==> config.mk <==
export PLATFORM = sky130hd
export DESIGN_NAME = branch_seq
export DESIGN_NICKNAME = d
export VERILOG_FILES = /design/src/rtl/branch_seq.sv
export SDC_FILE = /design/constraint.sdc
export NUM_CORES = 1
export LEC_CHECK = 0
export CELL_PAD_IN_SITES_DETAIL_PLACEMENT = 0
export CELL_PAD_IN_SITES_GLOBAL_PLACEMENT = 2
export CORE_UTILIZATION = 11
export CTS_BUF_LIST = sky130_fd_sc_hd__clkbuf_8
export CTS_CLUSTER_DIAMETER = 30
export CTS_CLUSTER_SIZE = 20
export DETAILED_ROUTE_END_ITERATION = 8
export PLACE_DENSITY = 0.95
export SYNTH_ARGS = -nofsm -noshare
export SYNTH_HDL_FRONTEND = slang
export SYNTH_SLANG_ARGS = --single-unit
==> constraint.sdc <==
create_clock -name clock -period 3.3 [get_ports clock]
set_input_delay 0.99 -clock clock [delete_from_list [all_inputs] [get_ports clock]]
set_output_delay 0.99 -clock clock [all_outputs]
set_load 0.01 [all_outputs]
==> src/rtl/branch_seq.sv <==
// Conditional-branch control sequencer: steps T3..T6 of the branch microsequence and records the outcome.
// Optional taken/not-taken statistics counters are built when BRANCH_SEQ_STATS_EN is defined.
module branch_seq #(
  parameter logic [4:0] BR_OPCODE = 5'b10010,
  parameter int         CNT_W     = 16
) (
  input  logic             clock,
  input  logic             reset_n,
  input  logic             start,
  input  logic [31:0]      ir,
  input  logic             con_out,
  output logic             busy,
  output logic             done,
  output logic             err,
  output logic             taken,
  output logic             gra,
  output logic             r_out,
  output logic             con_in,
  output logic             pc_out,
  output logic             y_in,
  output logic             c_out,
  output logic             alu_add,
  output logic             z_in,
  output logic             zlow_out,
  output logic             pc_in,
  input  logic             stats_clr,
  output logic [CNT_W-1:0] taken_cnt,
  output logic [CNT_W-1:0] ntaken_cnt
);

  typedef enum logic [2:0] {IDLE, T3, T4, T5, T6, FIN} stateT;

  stateT state, nextState;
  logic  errReg, takenReg;
  logic  isBranch;
  logic  unusedIrBits;

  // Only the opcode field matters here; the condition field is decoded by the CON logic.
  assign isBranch     = (ir[31:27] == BR_OPCODE);
  assign unusedIrBits = ^ir[26:0];

  always_ff @(posedge clock or negedge reset_n) begin
    if (!reset_n) state <= IDLE;
    else          state <= nextState;
  end

  always_comb begin
    nextState = state;
    case (state)
      IDLE:    if (start && isBranch) nextState = T3;
      T3:      nextState = T4;
      T4:      nextState = T5;
      T5:      nextState = T6;
      T6:      nextState = FIN;
      FIN:     nextState = IDLE;
      default: nextState = IDLE;
    endcase
  end

  // Strobes come from the state alone; pc_in additionally qualifies on the live CON value in T6.
  always_comb begin
    gra      = 1'b0;
    r_out    = 1'b0;
    con_in   = 1'b0;
    pc_out   = 1'b0;
    y_in     = 1'b0;
    c_out    = 1'b0;
    alu_add  = 1'b0;
    z_in     = 1'b0;
    zlow_out = 1'b0;
    pc_in    = 1'b0;
    done     = 1'b0;
    busy     = (state != IDLE);
    case (state)
      T3: begin
        gra    = 1'b1;
        r_out  = 1'b1;
        con_in = 1'b1;
      end
      T4: begin
        pc_out = 1'b1;
        y_in   = 1'b1;
      end
      T5: begin
        c_out   = 1'b1;
        alu_add = 1'b1;
        z_in    = 1'b1;
      end
      T6: begin
        zlow_out = 1'b1;
        pc_in    = con_out;
      end
      FIN:     done = 1'b1;
      default: ;
    endcase
  end

  always_ff @(posedge clock or negedge reset_n) begin
    if (!reset_n) begin
      errReg   <= 1'b0;
      takenReg <= 1'b0;
    end else begin
      errReg <= (state == IDLE) && start && !isBranch;
      if (state == T6) takenReg <= con_out;
    end
  end

  assign err   = errReg;
  assign taken = takenReg;

`ifdef BRANCH_SEQ_STATS_EN
  logic [CNT_W-1:0] takenCntReg, ntakenCntReg;

  // A clear has priority over a coincident increment; both counters stick at all-ones.
  always_ff @(posedge clock or negedge reset_n) begin
    if (!reset_n) begin
      takenCntReg  <= '0;
      ntakenCntReg <= '0;
    end else if (stats_clr) begin
      takenCntReg  <= '0;
      ntakenCntReg <= '0;
    end else if (state == T6) begin
      if (con_out) begin
        if (!(&takenCntReg)) takenCntReg <= takenCntReg + CNT_W'(1);
      end else begin
        if (!(&ntakenCntReg)) ntakenCntReg <= ntakenCntReg + CNT_W'(1);
      end
    end
  end

  assign taken_cnt  = takenCntReg;
  assign ntaken_cnt = ntakenCntReg;
`else
  logic unusedStatsClr;

  assign unusedStatsClr = stats_clr;
  assign taken_cnt      = '0;
  assign ntaken_cnt     = '0;
`endif

endmodule

* Word level (Yosys, flattened, before mapping) *
Index checks and enable logic that the tools add are counted.

word-level totals
  bits in registers = 5
  input bits = 37
  output and inout port bits = 46
  word-level logic and storage cells = 24

cells by class
  eq/ne operators = 7
  multiplexer cells = 8
  reductions and logical operators = 6

operator list
  operator            count
  $pmux 3 s5          1
  $eq 3x2->1 const B  2
  $eq 3x3->1 const B  2
  $mux 1              6
  $eq 5x5->1 const B  1
  $eq 3x1->1 const B  1
  $logic_and 1x1->1   3
  $logic_not 3->1     1
  $mux 3              1
  $reduce_bool 3->1   1
  $ne 2x2->1 const B  1
  $logic_not 1->1     1

* Logic depth before layout (Yosys ltp) *
  depth after elaboration = 4
  gate-level depth with buffers = 3
  gate-level depth less buffers = 3

* Worst setup path before layout *
Ideal clock, no wire load.

  path type = input port to output port
  start = in con_out
  end = out pc_in
  arrival = 1192 ps
  required time = 2310 ps
  slack = 1118 ps
  cell stages on the path = 1
  path buffers = 0
  cells stage by stage = and3_2

between the ends
  longest elaborated chain between the ends = 1

RTL lines
  element      RTL line  source
  from (decl)  11        input logic con_out,
  $mux 1       74        case (state)
  to (decl)    25        output logic pc_in,

No other way between the ends.

* Final worst setup path *
Same ends and word-level chain as after synthesis.

==> results.sh <==
export IMPL_outcome="complete, no violations"
export IMPL_grt_pass1_wl_mm=1.15
export IMPL_root_buffer="clkbuf_8"
export IMPL_worst_path_buf_inv=2
export IMPL_holdCritStartpoint="taken"
export IMPL_track_usage_pct=3.05
export IMPL_powerDensity_nw_per_um2=667
export IMPL_critical_path_class="primary input to output pin"
export IMPL_clock_skew_ns=0.000274
export IMPL_detail_route_antenna_nets=0
export IMPL_slew_viol_final=0
export IMPL_drv_cap=0
export IMPL_yosys_area_top_type_share_pct=50.2
export IMPL_cts_buffers=3
export IMPL_power_total_uw=487
export IMPL_power_leakage_uw=0.000346
export IMPL_vdd_drop_max_v=0.000163
export IMPL_drive_gt1_share_pct=13.8
export IMPL_synth_area_um2=553
export IMPL_ys_seq_elements=5
export IMPL_mostFrequentLayoutCell="conb_1"
export IMPL_worst_setup_path_start_kind="primary input"
export IMPL_r2r_end="err"
export IMPL_wl_per_cell_um=6.03
export IMPL_h_tree_depth=1
export IMPL_start_util_pct=11.6
export IMPL_coreArea_um2=4790
export IMPL_drc=0
export IMPL_post_dp_hpwl_um=730
export IMPL_finalSetupViolCount=0
export IMPL_avgSynthCellArea_um2=9.07
export IMPL_timing_fmax_ghz=0.320
export IMPL_dieArea_um2=5320
export IMPL_cts_tree="done"
export IMPL_critPathMostFrequentCell="clkdlybuf4s50_1"
export IMPL_synth_cells=61
export IMPL_yosysWarnings=0
export IMPL_path_cells="clkdlybuf4s50_1 -> and3_2 -> clkdlybuf4s50_1"
export IMPL_clockBufferDepth=2
export IMPL_cp_slowest_cell="clkdlybuf4s50_1"
export IMPL_r2r_cells=2
export IMPL_min_path_cells=1
export IMPL_layout_common_cells="conb_1, clkdlybuf4s50_1, dfrtp_1, inv_1, clkbuf_8"
export IMPL_drt_wl_total_um=887
export IMPL_clock_sinks=5
export IMPL_cts_setup_buffers=0
export IMPL_tns_ns=0
export IMPL_slowest_delay_ns=0.53
export IMPL_crit_required_ns=2.31
export IMPL_port_buffers=22
export IMPL_overflow=0
export IMPL_synth_cell_type_count=18
export IMPL_ios=83
export IMPL_grt_pass1_vias=240
export IMPL_drt_pre_antenna_iters=2
export IMPL_whs_ns=0.468
export IMPL_synth_seq_area_share_pct=22.6
export IMPL_antenna_found_initial=0
export IMPL_crit_family="buffers and inverters"
export IMPL_crit_path_max_fanout=2
export IMPL_die_h_um=72.9
export IMPL_hold_viol=0
export IMPL_reg2reg_slack_ns=2.13
export IMPL_dpl_worst_slack_ns=0.173
export IMPL_setup_ws_ns=0.171
export IMPL_dieWidth_um=72.9
export IMPL_diodes=0
export IMPL_drtIter0Drc=32
export IMPL_whs_endpoint="taken"
export IMPL_via_per_inst=2.45
export IMPL_num_nets_final=118
export IMPL_rsz0062_at_grt="false"
export IMPL_cts_resized=0
export IMPL_worstReg2RegStart="state[2]"
export IMPL_areaGrowthSynthToFinish_pct=31.9
export IMPL_grt_start_max_net_pins=11
export IMPL_yosysTopAreaCell="buf_4"
export IMPL_period_share_pct=94.8
export IMPL_hold_buffers=0
export IMPL_arrival_ns=2.14
export IMPL_crit_path_end_kind="output pin"
export IMPL_cp_startpoint="con_out"
export IMPL_num_vias=360
export IMPL_period_needed_ns=3.13
export IMPL_hold_class="flip-flop to flip-flop"
export IMPL_yosys_top_cells_area="buf_4, dfrtp_1, and3b_2"
export IMPL_clock_latency_ns=0.22
export IMPL_row_count=25
export IMPL_clk_pin_slew_ns=0.03
export IMPL_gp_congestion=0.645
[through the flow]
step	std cells	util, %	instance area, um2
after detailed placement	143	14.3	684
after global routing	147	15.2	729
after floorplan	92	-	669
after CTS	147	15.2	729
final	147	15.2	729
after global placement	143	14.3	684
[per-layer routing]
layer,vias to the layer above,global-route usage (%),wire (um)
met2,30,4.88,454
met4,0,1.96,7
li1,165,-,-
met5,-,0,0
met3,2,1.38,92
met1,163,3.26,332
[flip-flops by register name, summed over array words and instances, names as in the netlist]
register,count
err,1
state,3
taken,1
[worst max-delay path by stage]
stage                     endpoint  cells past startpoint  slack, ns
after floorplan              pc_in                      1       1.12
after global placement       pc_in                      3       0.17
after detailed placement     pc_in                      3       0.17
after CTS                    pc_in                      3       0.17
after global routing         pc_in                      3       0.13
final                        pc_in                      3       0.17
[synthesized netlist by cell type]
library cell   n
buf_4         37
a211oi_1       1
conb_1         1
or2_2          1
inv_1          2
and3_2         1
dfrtp_1        5
a21o_2         1
a21o_1         1
a211oi_2       1
buf_6          1
a311oi_1       1
nor2_1         1
nand2_1        1
and3b_2        2
nor4b_2        1
or3_4          1
nor3b_1        2
[power breakdown]
group / switching, uW / internal (uW)
clock network: 29.1 / 79.6
logic: 106 / 153
registers: 32.8 / 86.6
[worst reg2reg max path, cell delays in order (launching register included)]
cell      delay, ns
dfrtp_1        0.46
or3_4          0.43
a211oi_2       0.19
[cell type report]
| type | instances | area [um2] |
|---|---|---|
| fill | 543 | 4060 |
| multi-input combinational | 47 | 248 |
| timing repair buffer | 22 | 220 |
| sequential | 5 | 125 |
| tap | 67 | 83.8 |
| clock buffer | 3 | 41.3 |
| inverter | 2 | 7.51 |
| clock inverter | 1 | 3.75 |
[kinds of logic (layout without fill, tap and decap cells)]
family	after synthesis	after routing	share of synthesized area [%]
other cells	1	32	0.678
flops	5	5	22.6
buf+inv	40	28	53.6
compound gates	5	5	8.15
simple gates	10	10	14.9
Note: power is estimated with default switching activity, not from simulation.
